**config.mk**
```make
export PLATFORM = sky130hd
export DESIGN_NAME = dump_input_file_flat
export DESIGN_NICKNAME = d
export VERILOG_FILES = /design/src/rtl/dump_input_file_if.sv /design/src/rtl/dump_input_file.sv /design/src/flat_wrapper.sv
export SDC_FILE = /design/constraint.sdc
export NUM_CORES = 1
export LEC_CHECK = 0
export CELL_PAD_IN_SITES_DETAIL_PLACEMENT = 0
export CELL_PAD_IN_SITES_GLOBAL_PLACEMENT = 2
export CORE_MARGIN = 3
export CORE_UTILIZATION = 37
export DETAILED_ROUTE_END_ITERATION = 12
export PLACE_DENSITY = 0.86
export SLEW_MARGIN = 20
export SYNTH_ARGS = -nofsm -noshare
export SYNTH_HDL_FRONTEND = slang
export SYNTH_SLANG_ARGS = --single-unit
```
**constraint.sdc**
```tcl
create_clock -name clk -period 4.63 [get_ports clk]
set_input_delay 0.463 -clock clk [delete_from_list [all_inputs] [get_ports clk]]
set_output_delay 0.463 -clock clk [all_outputs]
set_load 0.02 [all_outputs]
```
**src/rtl/dump_input_file_if.sv**
```systemverilog
// Handshake bundle for the image dump block: the start/busy/done control,
// the 1-bit image RAM read port and the UART transmit request.
interface dump_input_file_if #(
  parameter int ADDR_WIDTH = 10
);
  logic                  start;
  logic                  busy;
  logic                  done;
  logic [ADDR_WIDTH-1:0] ram_addr;
  logic                  ram_q;
  logic [7:0]            tx_data;
  logic                  trmt;
  logic                  tx_done;

  modport master (
    input  start, ram_q, tx_done,
    output busy, done, ram_addr, tx_data, trmt
  );

  modport slave (
    output start, ram_q, tx_done,
    input  busy, done, ram_addr, tx_data, trmt
  );
endinterface

```
**src/rtl/dump_input_file.sv**
```systemverilog
// Reads a 1-bit image RAM eight addresses at a time, packs each group LSB-first
// into a byte and hands it to the UART, waiting for tx_done between bytes.
module dump_input_file #(
  parameter int NUM_BITS   = 784,
  parameter int ADDR_WIDTH = 10
) (
  input  logic              clk,
  input  logic              rst_n,
  dump_input_file_if.master bus
);

  localparam int CNT_W = $clog2(NUM_BITS + 1);
  localparam logic [CNT_W-1:0] CNT_END = CNT_W'(NUM_BITS);

  typedef enum logic [2:0] {
    IDLE,
    READ,
    LAST,
    SEND,
    WAIT,
    FIN
  } state_t;

  state_t           state_reg;
  logic [CNT_W-1:0] cnt_reg;
  logic [7:0]       shift_reg;
  logic [7:0]       tx_data_reg;
  logic             trmt_reg;
  logic             busy_reg;
  logic             done_reg;
  logic [7:0]       byte_next;

  // New bits enter at bit 7, so after eight shifts address 8k lands in bit 0.
  assign byte_next = {bus.ram_q, shift_reg[7:1]};

  // The counter already reads zero outside a dump, so it drives the RAM directly.
  assign bus.ram_addr = ADDR_WIDTH'(cnt_reg);
  assign bus.tx_data  = tx_data_reg;
  assign bus.trmt     = trmt_reg;
  assign bus.busy     = busy_reg;
  assign bus.done     = done_reg;

  always_ff @(posedge clk or negedge rst_n) begin
    if (!rst_n) begin
      state_reg   <= IDLE;
      cnt_reg     <= '0;
      shift_reg   <= '0;
      tx_data_reg <= '0;
      trmt_reg    <= 1'b0;
      busy_reg    <= 1'b0;
      done_reg    <= 1'b0;
    end else begin
      trmt_reg <= 1'b0;
      done_reg <= 1'b0;
      case (state_reg)
        IDLE: begin
          if (bus.start) begin
            cnt_reg   <= '0;
            busy_reg  <= 1'b1;
            state_reg <= READ;
          end
        end
        READ: begin
          // ram_q is one address behind; on the first cycle of a byte it is stale.
          if (cnt_reg[2:0] != 3'd0) begin
            shift_reg <= byte_next;
          end
          cnt_reg <= cnt_reg + CNT_W'(1);
          if (cnt_reg[2:0] == 3'd7) begin
            state_reg <= LAST;
          end
        end
        LAST: begin
          shift_reg   <= byte_next;
          tx_data_reg <= byte_next;
          trmt_reg    <= 1'b1;
          state_reg   <= SEND;
        end
        SEND: begin
          state_reg <= WAIT;
        end
        WAIT: begin
          if (bus.tx_done) begin
            if (cnt_reg == CNT_END) begin
              done_reg  <= 1'b1;
              state_reg <= FIN;
            end else begin
              state_reg <= READ;
            end
          end
        end
        FIN: begin
          cnt_reg   <= '0;
          busy_reg  <= 1'b0;
          state_reg <= IDLE;
        end
        default: begin
          state_reg <= IDLE;
        end
      endcase
    end
  end

endmodule

```
**src/flat_wrapper.sv**
```systemverilog
// flat-port wrapper written by rule: the top's interface ports become plain ports
module dump_input_file_flat 
#(
  parameter int NUM_BITS   = 784,
  parameter int ADDR_WIDTH = 10
)
  (clk, rst_n, bus_start, bus_ram_q, bus_tx_done, bus_busy, bus_done, bus_ram_addr, bus_tx_data, bus_trmt);
  dump_input_file_if #(.ADDR_WIDTH(ADDR_WIDTH)) bus_i ();
  input  logic clk;
  input  logic rst_n;
  input wire logic [$bits(bus_i.start)-1:0] bus_start;
  input wire logic [$bits(bus_i.ram_q)-1:0] bus_ram_q;
  input wire logic [$bits(bus_i.tx_done)-1:0] bus_tx_done;
  output wire logic [$bits(bus_i.busy)-1:0] bus_busy;
  output wire logic [$bits(bus_i.done)-1:0] bus_done;
  output wire logic [$bits(bus_i.ram_addr)-1:0] bus_ram_addr;
  output wire logic [$bits(bus_i.tx_data)-1:0] bus_tx_data;
  output wire logic [$bits(bus_i.trmt)-1:0] bus_trmt;
  assign bus_i.start = bus_start;
  assign bus_i.ram_q = bus_ram_q;
  assign bus_i.tx_done = bus_tx_done;
  assign bus_busy = bus_i.busy;
  assign bus_done = bus_i.done;
  assign bus_ram_addr = bus_i.ram_addr;
  assign bus_tx_data = bus_i.tx_data;
  assign bus_trmt = bus_i.trmt;
  dump_input_file #(.NUM_BITS(NUM_BITS), .ADDR_WIDTH(ADDR_WIDTH)) u_core (.clk(clk), .rst_n(rst_n), .bus(bus_i));
endmodule
```
======== After elaboration in Yosys (flattened, before gate mapping) ========
Cells that the tools add are included.
storage, ports and cells
  bits in registers ....................... 32
  input port bits ......................... 5
  output and inout port bits .............. 21
  logic and storage cells ................. 43
operators by class
  add/sub/neg operators ................... 1
  eq/ne operators ......................... 11
  mux-type cells .......................... 15
  reductions and logical operators ........ 9
operators by type and width
  operator                                                               number
  10-bit case mux with 3 select lines                                    1
  8-bit case mux with 2 select lines                                     1
  3-bit case mux with 5 select lines                                     1
  3-bit 2-to-1 mux                                                       4
  10-bit by 1-bit adder with 10-bit output, second input constant        1
  10-bit equality test, second input constant                            1
  10-bit 2-to-1 mux                                                      1
  3-bit equality test, second input constant                             3
  8-bit 2-to-1 mux                                                       1
  3-bit by 2-bit equality test with 1-bit output, second input constant  2
  2-bit AND reduction                                                    3
  3-bit nonzero test                                                     2
  1-bit 2-to-1 mux                                                       5
  2-bit by 1-bit != test with 1-bit output, second input constant        2
  2-bit != test, second input constant                                   2
  2-bit nonzero test                                                     2
  3-bit by 1-bit equality test with 1-bit output, second input constant  1
  3-bit logical NOT                                                      1
  3-bit AND reduction                                                    1
  1-bit case mux with 2 select lines                                     1

======== Longest topological paths before layout ========
Gate-level depths: netlist of run 1.
  depth after elaboration ................. 4
  mapped depth ............................ 6

======== Worst setup path after synthesis of run 1 ========
Ideal clock, no wire load.
  path type ............................... register -> register
  start point ............................. register u_core.cnt_reg[0], in the netlist u_core.bus.ram_addr[0]
  end point ............................... register u_core.shift_reg[7]
  library setup time ...................... 0.125 ns
  data arrival time ....................... 1.511 ns
  data required time ...................... 4.505 ns
  slack ................................... 2.994 ns
  cell stages (with the launch flop) ...... 7
  buffers on the path ..................... 0
  period minus slack after synthesis ...... 1.636 ns
  path through ............................ dfrtp_1 inv_1 ha_1 nand2b_1 nand2_1 a21oi_4 mux2_2
on the way
  cells in the longest elaborated chain, start to end .. 3
RTL lines
  what                                                       RTL line               RTL
  start: declaration                                         dump_input_file.sv:25  logic [CNT_W-1:0] cnt_reg;
  start signal: assignment                                   dump_input_file.sv:68  cnt_reg <= cnt_reg + CNT_W'(1);
  3-bit nonzero test                                         dump_input_file.sv:65  if (cnt_reg[2:0] != 3'd0) begin
  2-bit by 1-bit != test with 1-bit output (no source line)  n/a
  2-bit AND reduction (no source line)                       n/a
  end signal: assignment                                     dump_input_file.sv:66  shift_reg <= byte_next;
  end signal: assignment                                     dump_input_file.sv:74  shift_reg <= byte_next;
  end: declaration                                           dump_input_file.sv:26  logic [7:0] shift_reg;
Every way passes these cells.
A chain may end at the register's enable or synchronous reset.

======== Final worst setup path of run 1 ========
  start point ............................. register u_core.cnt_reg[2], in the netlist u_core.bus.ram_addr[2]
  end point ............................... output port bus_ram_addr[2]
RTL lines
  what              RTL line            RTL
  end: declaration  flat_wrapper.sv:16  output wire logic [$bits(bus_i.ram_addr)-1:0] bus_ram_addr;
No word-level cell between the ends.

==> results.md, run 1 <==
- Status: finished, final reports clean
- Sink Count: 31
- DP Wirelength: about 2000 um
- Clock transition at path regs: approximately 0.07 ns
- DR WL met2: between 1000 and 1500 um
- Synth Instances: about 120
- Setup bufs post-CTS: 0
- Worst hold path type: flip-flop to flip-flop
- Die Height: ~69 um
- PnR worst setup slack: around 2.7 ns
- CTS Buf Count: 5
- CP cell instances: clkdlybuf4s50_1
- Fraction of layout cells with a size suffix above 1: between 20% and 30%
- RSZ-0062 raised after global routing: no
- Post-Synth XOR/XNOR Area: around 3%
- Layout Cells excl Fill: 197
- PwrDens: 651 nW/um^2
- Initial antenna violation count: 0
- Initial DRT Pass Iterations: 4
- Storage cell area: between 700 and 800 sq um
- Area of the multi-input gates: about 650 sq um
- Yosys warning total: 0
- Clock Path Buffers: 2
- DR DRC count: 0
- Setup TNS: 0 ns
- Skew-Pair Late Insertion Delay: between 0.2 and 0.3 ns
- Compound-Gate Fraction of Synth Area: 12.2%
- Fmax: about 520 MHz
- CP arrival: approximately 1.5 ns
- Io pins: 26
- Post-cts resize count: 0
- Seq/Total Area, Yosys: a little over half
- Final setup fails: 0
- Max FO, Critical Path: 7
- Global Route Usage Sum: between 10 and 15%
- Routed Antenna Nets: 0
- Met3 WL: approximately 160 um
- Max-slew headroom: roughly two fifths
- Area delta synth->final: 28.4%
- WL final: approximately 2700 um
- Post-Route M1 WL: roughly 1200 um
- Worst path bufs/invs: 1
- Remaining global-route overflow: 0
- Width of the die: between 60 and 70 um
- Die area: about 4800 sq um
- CTS H-tree lvls: 2
- Post-Synth Simple-Gate Area: 13.8%
- Initial Utilization: 39.4%
- Tcrit/Tclk final: 41.3%
- DRT iter0 DRCs: 37
- Synthesized area: roughly 1500 sq um
- Syn nets: between 100 and 150
- Setup WS pre-CTS: 2.46 ns
- FILL cells: 338
- Vias in the first global route: 1024
- CP delay by family, top: buffers and inverters
- Top routing layer in use: met4
- Clock skew: 0.00712 ns
- Critical Path Source Type: flip-flop
- CP Class: flip-flop to primary output
- Max-slew violation count: 0
- Synthesized area per cell: 12.4 sq um
- CP Capture Type: primary output
- Adder and majority gate portion of the synthesized area: under 10%
- Core Rows: 22
- Hold-fix buffers, CTS: 0
- Post-synthesis mux area share: between 10% and 20%
- Post-synthesis cell type count: 32
- Overall Power: around 1.2 mW
- CP max stage cell: clkdlybuf4s50_1
- Slew @ Worst Pin: ~0.92 ns
- Worst vdd ir: roughly 0.33 mV
- # diodes: 0
- CTS tree: done
- Vias/cell: slightly above 5
- Tmin final: between 1.5 and 2 ns
- Hold Vio Cnt, Final: 0
- Largest register FFs: 10
- #FFs+latches synth: 31
- Global-route wire length before repair: between 4000 and 5000 um
- Placed insts: 189
- Port Buf Inserts: 25
- Largest family of logic cells by synthesized area: simple AND/OR/NAND/NOR gates
- Total vias in the final route: roughly 1.0k
- Root buffer cell: clkbuf_8
- Worst EP required: 4.17 ns
- Delay of the slowest critical-path stage: 0.67 ns
- CORE AREA: 3740 sq um
- Max-cap violation count: 0
- Fin nets: 156
- Largest net degree at the start of global routing: 32
- Leak: 0.809 nW
- Global placement routability congestion: 0.766
- Routed len/inst: roughly 14 um
-- cell usage in the layout (no fill, tap or decap), types with 2 or more instances in the layout --
cell              n
nand2b_1          2
clkdlybuf4s50_1  25
mux2_2           16
nand2_1           9
nand3_1           2
nor3_1            2
clkbuf_8          5
dfrtp_1          31
ha_1              3
bufinv_16         2
a211oi_1          3
o21ai_0           3
nor2_1           11
inv_1             3
xnor2_1           5
nand4_1           3
a21oi_1           3
a2111oi_4         2
a22o_1            2
or3_1             2
-- cell type report --
class / count / area share (%)
flip-flops and latches: 31 / 41.0
multi-input cells: 80 / 34.1
repair buffers: 26 / 13.6
clock buffers: 6 / 3.84
clock inverters: 2 / 3.17
well taps: 48 / 3.17
inverters: 4 / 1.06
-- power breakdown --
part / switching, mW / internal (mW)
logic: 0.221 / 0.244
clock network: 0.0977 / 0.215
registers: 0.0894 / 0.365
-- final timing paths --
check / start / endpoint / slack, ns / cells after the start
setup / recovery: u_core.bus.ram_addr[2]$_DFFE_PN0P_ / bus_ram_addr[2] / 2.72 / 1
hold reg to reg: u_core.shift_reg[1]$_DFFE_PN0P_ / u_core.bus.tx_data[0]$_DFFE_PN0P_ / 0.51 / 1
min in group asynchronous: rst_n / u_core.bus.tx_data[0]$_DFFE_PN0P_ / 0.56 / 2
setup reg to reg: u_core.state_reg[2]$_DFFE_PN0P_ / u_core.bus.ram_addr[8]$_DFFE_PN0P_ / 2.81 / 3
max in group asynchronous: rst_n / u_core.bus.done$_DFF_PN0_ / 3.79 / 2
hold / removal: u_core.shift_reg[1]$_DFFE_PN0P_ / u_core.bus.tx_data[0]$_DFFE_PN0P_ / 0.51 / 1
-- synthesized netlist by cell type --
cell | count | area share [%]
a31oi_1 | 1 | 0.42
a2111oi_4 | 2 | 3.7
nor2_1 | 11 | 2.8
clkinv_4 | 1 | 0.59
xnor2_1 | 5 | 3.0
nand2b_1 | 2 | 0.85
ha_1 | 3 | 2.5
mux2_2 | 16 | 12
a21oi_4 | 1 | 1.1
nand3b_1 | 1 | 0.51
buf_6 | 2 | 1.5
o31ai_1 | 1 | 0.51
o311ai_0 | 1 | 0.59
nand4_1 | 3 | 1.3
nor4_1 | 1 | 0.42
and2b_1 | 1 | 0.51
buf_2 | 2 | 0.68
a21oi_1 | 3 | 1.0
a21o_1 | 1 | 0.51
nand3_1 | 2 | 0.68
dfrtp_1 | 31 | 53
nor3_1 | 2 | 0.68
inv_1 | 3 | 0.76
nand2b_4 | 1 | 0.93
or3_1 | 2 | 0.85
o21ai_0 | 3 | 1.0
o32ai_1 | 1 | 0.59
nand2_1 | 9 | 2.3
nor2_2 | 1 | 0.42
a22o_1 | 2 | 1.2
nand4b_4 | 1 | 1.6
a211oi_1 | 3 | 1.5
-- routing by layer --
metal  global-route usage, %  vias up
met2                    19.1       24
met1                    16.1      504
met3                    5.54        6
li1                        -      484
met4                    5.86        0
met5                       0        -
-- metrics by stage --
stage	hold slack [ns]	cell area [sq um]	utilization (%)
after floorplan	0.167	1470	-
after global placement	0.488	1760	47.0
after detailed placement	0.495	1760	47.0
after CTS	0.510	1890	50.5
after global routing	0.529	1890	50.5
final	0.505	1890	50.5
-- cells by family after synthesis --
| family | after synthesis |
|---|---|
| DFF | 31 |
| and+or+nand+nor | 37 |
| AOI/OAI and AO/OA | 19 |
| xor gates and xnor gates | 5 |
| buffers and inverters | 8 |
| adders and majority gates | 3 |
| muxes | 16 |
Power figures use the tool's default switching activity.
==> run 2: changes to the inputs <==
--- a/config.mk
+++ b/config.mk
@@ -8,9 +8,9 @@
 export CELL_PAD_IN_SITES_DETAIL_PLACEMENT = 0
 export CELL_PAD_IN_SITES_GLOBAL_PLACEMENT = 2
 export CORE_MARGIN = 3
-export CORE_UTILIZATION = 37
+export CORE_UTILIZATION = 34
 export DETAILED_ROUTE_END_ITERATION = 12
-export PLACE_DENSITY = 0.86
+export PLACE_DENSITY = 0.8
 export SLEW_MARGIN = 20
 export SYNTH_ARGS = -nofsm -noshare
 export SYNTH_HDL_FRONTEND = slang
==> constraint.sdc (replaced) <==
create_clock -name clk -period 1.9 [get_ports clk]
set_input_delay 0.19 -clock clk [delete_from_list [all_inputs] [get_ports clk]]
set_output_delay 0.19 -clock clk [all_outputs]
set_load 0.02 [all_outputs]
==> results.md, run 2 (synthesis results as in run 1) <==
- Io pins: 26 (unchanged)
- Die Height: 71.8 um (+3.9%)
- Post-cts resize count: 0 (unchanged)
- Global Route Usage Sum: 14.0% (+1.2 points)
- Worst hold margin: 0.289 ns (-0.217 ns)
- Vias/cell: 4.95 (-4.3%)
- CP Capture Type: flip-flop
- Max FO, Critical Path: 7 (unchanged)
- CP cell instances: inv_1 -> ha_1 -> nand2b_1 -> nand2_1 -> a21oi_4 -> mux2_2
- Remaining global-route overflow: 0 (unchanged)
- Tcrit/Tclk final: between 80% and 90%
- Design area: 1880 sq um (-0.40%)
- Cell Area, Placed: 1800 sq um (+2.3%)
- Routed Antenna Nets: 0 (unchanged)
- CP delay by family, top: flip-flops
- CP arrival: 1.79 ns (+0.34 ns)
- Commonest non-fill, non-tap cell in the layout: dfrtp_1
- Skew-Pair Late Insertion Delay: 0.29 ns (about the same)
- DP Wirelength: 2200 um (+12%)
- CORE AREA: 4090 sq um (+9.2%)
- Cells on worst reg2reg path: 6 (+3)
- CTS Buf Count: 5 (unchanged)
- CTS tree: done
- Max-slew violation count: 0 (unchanged)
- Global-route wire length before repair: 5400 um (+11%)
- Clock Path Buffers: 2 (unchanged)
- Worst path bufs/invs: 1 (unchanged)
- Max-slew headroom: 72.4% (+34 points)
- Routed len/inst: 15.3 um (+10%)
- Initial DRT Pass Iterations: 4 (unchanged)
- Clock skew: 0.00804 ns (+0.000919 ns)
- Clock transition at path regs: 0.07 ns (about the same)
- CP Class: flip-flop to flip-flop
- Finished Core Util: 46.1% (-4.4 points)
- Reg2reg end: u_core.shift_reg[4]$_DFFE_PN0P_
- Status: finished, final reports clean
- Hold-fix buffers, CTS: 0 (unchanged)
- R2r startpoint: u_core.bus.ram_addr[0]$_DFFE_PN0P_
- Delay of the slowest critical-path stage: 0.40 ns (-0.27 ns)
- Global placement routability congestion: 0.796 (+3.9%)
- Initial Utilization: 36.1% (-3.3 points)
- Slew @ Worst Pin: 0.413 ns (-0.502 ns)
- CTS H-tree lvls: 2 (unchanged)
- Worst vdd ir: 0.586 mV (+76%)
- Sink Count: 31 (unchanged)
- Vias in the first global route: 1081 (+5.6%)
- Reg2Reg Setup Slack: 0.28 ns (-2.53 ns)
- Leak: 0.811 nW (+0.30%)
- Highest-count cells in the layout ignoring fill and taps: 31 x dfrtp_1, 25 x clkdlybuf4s50_1, 16 x mux2_2
- Core Rows: 23 (+4.5%)
- Tmin final: 1.62 ns
- Fin nets: 161 (+3.2%)
- Worst hold path type: input port to async pin
- Critical Path Source Type: flip-flop
- Total vias in the final route: 1009 (-0.88%)
- Hold Vio Cnt, Final: 0 (unchanged)
- Setup bufs post-CTS: 0 (unchanged)
- Width of the die: 71.8 um (+3.9%)
- DR DRC count: 0 (unchanged)
- Largest net degree at the start of global routing: 32 (unchanged)
- WL final: 3110 um (+14%)
- Die area: 5160 sq um (+8.0%)
- # diodes: 0 (unchanged)
- Fmax: 616 MHz
- CP max stage cell: dfrtp_1
- Worst EP required: 2.07 ns (-2.10 ns)
- RSZ-0062 raised after global routing: no
- Final setup fails: 0 (unchanged)
- Overall Power: 2.81 mW (+130%)
- DRT iter0 DRCs: 82 (+120%)
- FILL cells: 390 (+15%)
- Area delta synth->final: 27.8%
- Initial antenna violation count: 0 (unchanged)
- Setup TNS: 0 ns (unchanged)
- Storage cell area: 776 sq um (unchanged)
- Port Buf Inserts: 25 (unchanged)
- Max-cap violation count: 0 (unchanged)
- Root buffer cell: clkbuf_8
- Fraction of layout cells with a size suffix above 1: 23.4% (+2.6 points)
- PwrDens: 1490 nW/um^2 (+130%)
- Largest register FFs: 10 (unchanged)
- Area of the multi-input gates: 646 sq um (unchanged)
==> run 2: cell types whose count changed in the layout (fill, tap and decap cells not counted), sizes merged <==
| cell | before | now |
|---|---|---|
| buf | 1 | 6 |
| clkinv | 1 | 2 |
| clkinvlp | 0 | 1 |
| bufinv | 2 | 0 |
==> run 2: metal layers <==
layer / vias up / wire length, um / GRT usage (%)
met1: 492 / 1440 / 18.7
met5: - / 0 / 0
met2: 20 / 1500 / 20.6
met4: 0 / 59 / 6.26
li1: 492 / - / -
met3: 5 / 121 / 4.77
==> run 2: worst max-delay path by stage <==
stage	start	end	slack [ns]	cells after the start
after floorplan	u_core.bus.ram_addr[0]$_DFFE_PN0P_	u_core.shift_reg[7]$_DFFE_PN0P_	0.26	6
after global placement	bus_start	u_core.bus.ram_addr[4]$_DFFE_PN0P_	0.25	5
after detailed placement	bus_start	u_core.bus.ram_addr[3]$_DFFE_PN0P_	0.21	5
after CTS	u_core.bus.ram_addr[0]$_DFFE_PN0P_	u_core.shift_reg[4]$_DFFE_PN0P_	0.26	6
after global routing	u_core.bus.ram_addr[1]$_DFFE_PN0P_	u_core.shift_reg[4]$_DFFE_PN0P_	0.15	6
final	u_core.bus.ram_addr[0]$_DFFE_PN0P_	u_core.shift_reg[4]$_DFFE_PN0P_	0.28	6
==> run 2: stage by stage <==
stage               worst slack, ns  instances
floorplan                     0.264        119
global placement              0.252        196
detailed placement            0.207        196
CTS                           0.258        204
global route                  0.145        204
finish                        0.276        204
==> run 2: layout make-up <==
class,instances,area share (%)
inverter,4,1.06
clock buffer,6,3.85
sequential,31,41.2
timing repair buffer,31,15.7
multi-input combinational,80,34.3
clock inverter,2,0.664
tap,50,3.32
==> run 2: report_power, final <==
part / switching, mW / total [mW] / internal [mW]
Combinational: 0.593 / 1.22 / 0.629
Clock: 0.246 / 0.501 / 0.255
Sequential: 0.200 / 1.09 / 0.889
Total: 1.04 / 2.81 / 1.77
==> run 2: worst reg2reg max path, delay by kind of cell (launching register included) <==
| family | cells | cell delay, ns |
|---|---|---|
| muxes | 1 | 0.37 |
| and+or+nand+nor | 2 | 0.19 |
| AOI/OAI and AO/OA | 1 | 0.26 |
| buffers and inverters | 1 | 0.08 |
| adders and majority gates | 1 | 0.20 |
| DFF | 1 | 0.40 |
==> run 3: changes to the inputs <==
--- a/config.mk
+++ b/config.mk
@@ -10,6 +10,7 @@
 export CORE_MARGIN = 3
 export CORE_UTILIZATION = 34
 export DETAILED_ROUTE_END_ITERATION = 12
+export GPL_TIMING_DRIVEN = 0
 export PLACE_DENSITY = 0.8
 export SLEW_MARGIN = 20
 export SYNTH_ARGS = -nofsm -noshare
==> results.md, run 3 (synthesis results as in run 1) <==
- DP Wirelength: 2090 um (-5.2%)
- Largest net degree at the start of global routing: 32 (unchanged)
- CTS H-tree lvls: 2 (unchanged)
- Skew-Pair Late Insertion Delay: 0.29 ns (about the same)
- Remaining global-route overflow: 0 (unchanged)
- CTS tree: done
- Finished Core Util: 45.9% (-0.18 points)
- Status: finished, final reports clean
- Leak: 0.807 nW (-0.52%)
- Vias/cell: 5.04 (+2.0%)
- CORE AREA: 4090 sq um (unchanged)
- Reg2Reg Setup Slack: 0.18 ns (-0.10 ns)
- Initial DRT Pass Iterations: 3 (-1)
- Routed len/inst: 14.5 um (-4.9%)
- Critical Path Source Type: flip-flop
- CP cell instances: inv_1 -> ha_1 -> nand2b_1 -> nand2_1 -> a21oi_4 -> mux2_2
- Tcrit/Tclk final: 90.6% (+5.1 points)
- Vias in the first global route: 1107 (+2.4%)
- Clock transition at path regs: 0.07 ns (about the same)
- Global-route wire length before repair: 5350 um (-1.0%)
- Total vias in the final route: 1024 (+1.5%)
- Clock skew: 0.00757 ns (-0.000469 ns)
- Sink Count: 31 (unchanged)
- Hold-fix buffers, CTS: 1 (+1)
- Worst EP required: 2.07 ns (about the same)
- Fin nets: 160 (-0.62%)
- Max-slew violation count: 0 (unchanged)
- Setup bufs post-CTS: 0 (unchanged)
- Initial antenna violation count: 0 (unchanged)
- WL final: 2950 um (-5.3%)
- CP Class: flip-flop to flip-flop
- Placed insts: 194 (-1.0%)
- Slew @ Worst Pin: 0.820 ns (+0.407 ns)
- Overall Power: 2.80 mW (-0.25%)
- Cells on worst reg2reg path: 6 (unchanged)
- Core Rows: 23 (unchanged)
- CP arrival: 1.89 ns (+0.10 ns)
- CTS Buf Count: 5 (unchanged)
- Tmin final: 1.72 ns (+0.0977 ns)
- Delay of the slowest critical-path stage: 0.43 ns (+0.03 ns)
- Hold Vio Cnt, Final: 0 (unchanged)
- Initial Utilization: 36.1% (unchanged)
- R2r startpoint: u_core.bus.ram_addr[0]$_DFFE_PN0P_
- Max-slew headroom: 44.8% (-28 points)
- Layout Cells excl Fill: 203 (-0.49%)
- Final setup fails: 0 (unchanged)
- RSZ-0062 raised after global routing: no
- Root buffer cell: clkbuf_8
- Max FO, Critical Path: 7 (unchanged)
- CP max stage cell: dfrtp_1
- Port Buf Inserts: 25 (unchanged)
- Io pins: 26 (unchanged)
- Worst hold margin: 0.489 ns (+0.201 ns)
- Worst vdd ir: 0.651 mV (+11%)
- CP Capture Type: flip-flop
- FILL cells: 386 (-1.0%)
- Die Height: 71.8 um (unchanged)
- Largest register FFs: 10 (unchanged)
- # diodes: 0 (unchanged)
- Worst hold path type: input port to async pin
- Commonest non-fill, non-tap cell in the layout: dfrtp_1
- DR DRC count: 0 (unchanged)
- Fraction of layout cells with a size suffix above 1: 22.9% (-0.50 points)
- Clock Path Buffers: 2 (unchanged)
- Highest-count cells in the layout ignoring fill and taps: 31 x dfrtp_1, 24 x clkdlybuf4s50_1, 16 x mux2_2
- Width of the die: 71.8 um (unchanged)
- Max-cap violation count: 0 (unchanged)
- Die area: 5160 sq um (unchanged)
- Post-cts resize count: 0 (unchanged)
- Global Route Usage Sum: 13.5% (-0.48 points)
- DRT iter0 DRCs: 48 (-41%)
- Area delta synth->final: 27.3%
- Reg2reg end: u_core.shift_reg[2]$_DFFE_PN0P_
- Global placement routability congestion: 0.748 (-6.0%)
- PwrDens: 1490 nW/um^2 (+0.14%)
- Fmax: 581 MHz (-5.7%)
- Routed Antenna Nets: 0 (unchanged)
run 3: where the power goes:
part / switching [mW] / internal, mW / leakage (nW) / total (mW)
clock network: 0.255 / 0.256 / 0.0412 / 0.510
logic: 0.605 / 0.625 / 0.367 / 1.23
registers: 0.176 / 0.889 / 0.399 / 1.06
run 3: cell type report:
type,count,area (sq um),share of cell area (%)
Buffer,4,32.5,1.73
Clock buffer,6,72.6,3.87
Clock inverter,2,12.5,0.667
Inverter,4,20.0,1.07
Multi-Input combinational cell,80,646,34.4
Sequential cell,31,776,41.3
Tap cell,50,62.6,3.33
Timing Repair Buffer,26,255,13.6
run 3: worst max-delay path by stage:
stage	to	from	cells after the start	slack, ns
global route	u_core.shift_reg[2]$_DFFE_PN0P_	u_core.bus.ram_addr[1]$_DFFE_PN0P_	6	0.03
finish	u_core.shift_reg[2]$_DFFE_PN0P_	u_core.bus.ram_addr[0]$_DFFE_PN0P_	6	0.18
detailed placement	u_core.bus.ram_addr[9]$_DFFE_PN0P_	bus_start	5	-0.03
CTS	u_core.shift_reg[7]$_DFFE_PN0P_	u_core.bus.ram_addr[0]$_DFFE_PN0P_	6	0.19
floorplan	u_core.shift_reg[7]$_DFFE_PN0P_	u_core.bus.ram_addr[0]$_DFFE_PN0P_	6	0.26
global placement	u_core.bus.ram_addr[7]$_DFFE_PN0P_	bus_start	5	-0.02
run 3: critical path, delay by kind of cell, from the launching register on:
family                     cells  cell delay (ns)
AOI/OAI and AO/OA              1             0.28
adders and majority gates      1             0.21
buffers and inverters          1             0.09
DFF                            1             0.43
muxes                          1             0.37
and+or+nand+nor                2             0.23
run 3: routing by layer:
layer  vias to the layer above  track usage (%)  share of wire, %  wire length, um
li1                        496                -                 -                -
met4                         0             6.26               2.1               63
met2                        18             20.3                46             1350
met5                         -                0                 0                0
met3                         6             4.35               3.7              109
met1                       504             17.7                48             1430
run 3: stage by stage:
stage | cell area [sq um] | setup TNS (ns) | setup WS [ns]
after floorplan | 1470 | 0 | 0.264
after global placement | 1790 | -0.0730 | -0.0161
after detailed placement | 1780 | -0.0383 | -0.0323
after CTS | 1880 | 0 | 0.194
after global routing | 1880 | 0 | 0.0253
final | 1880 | 0 | 0.178
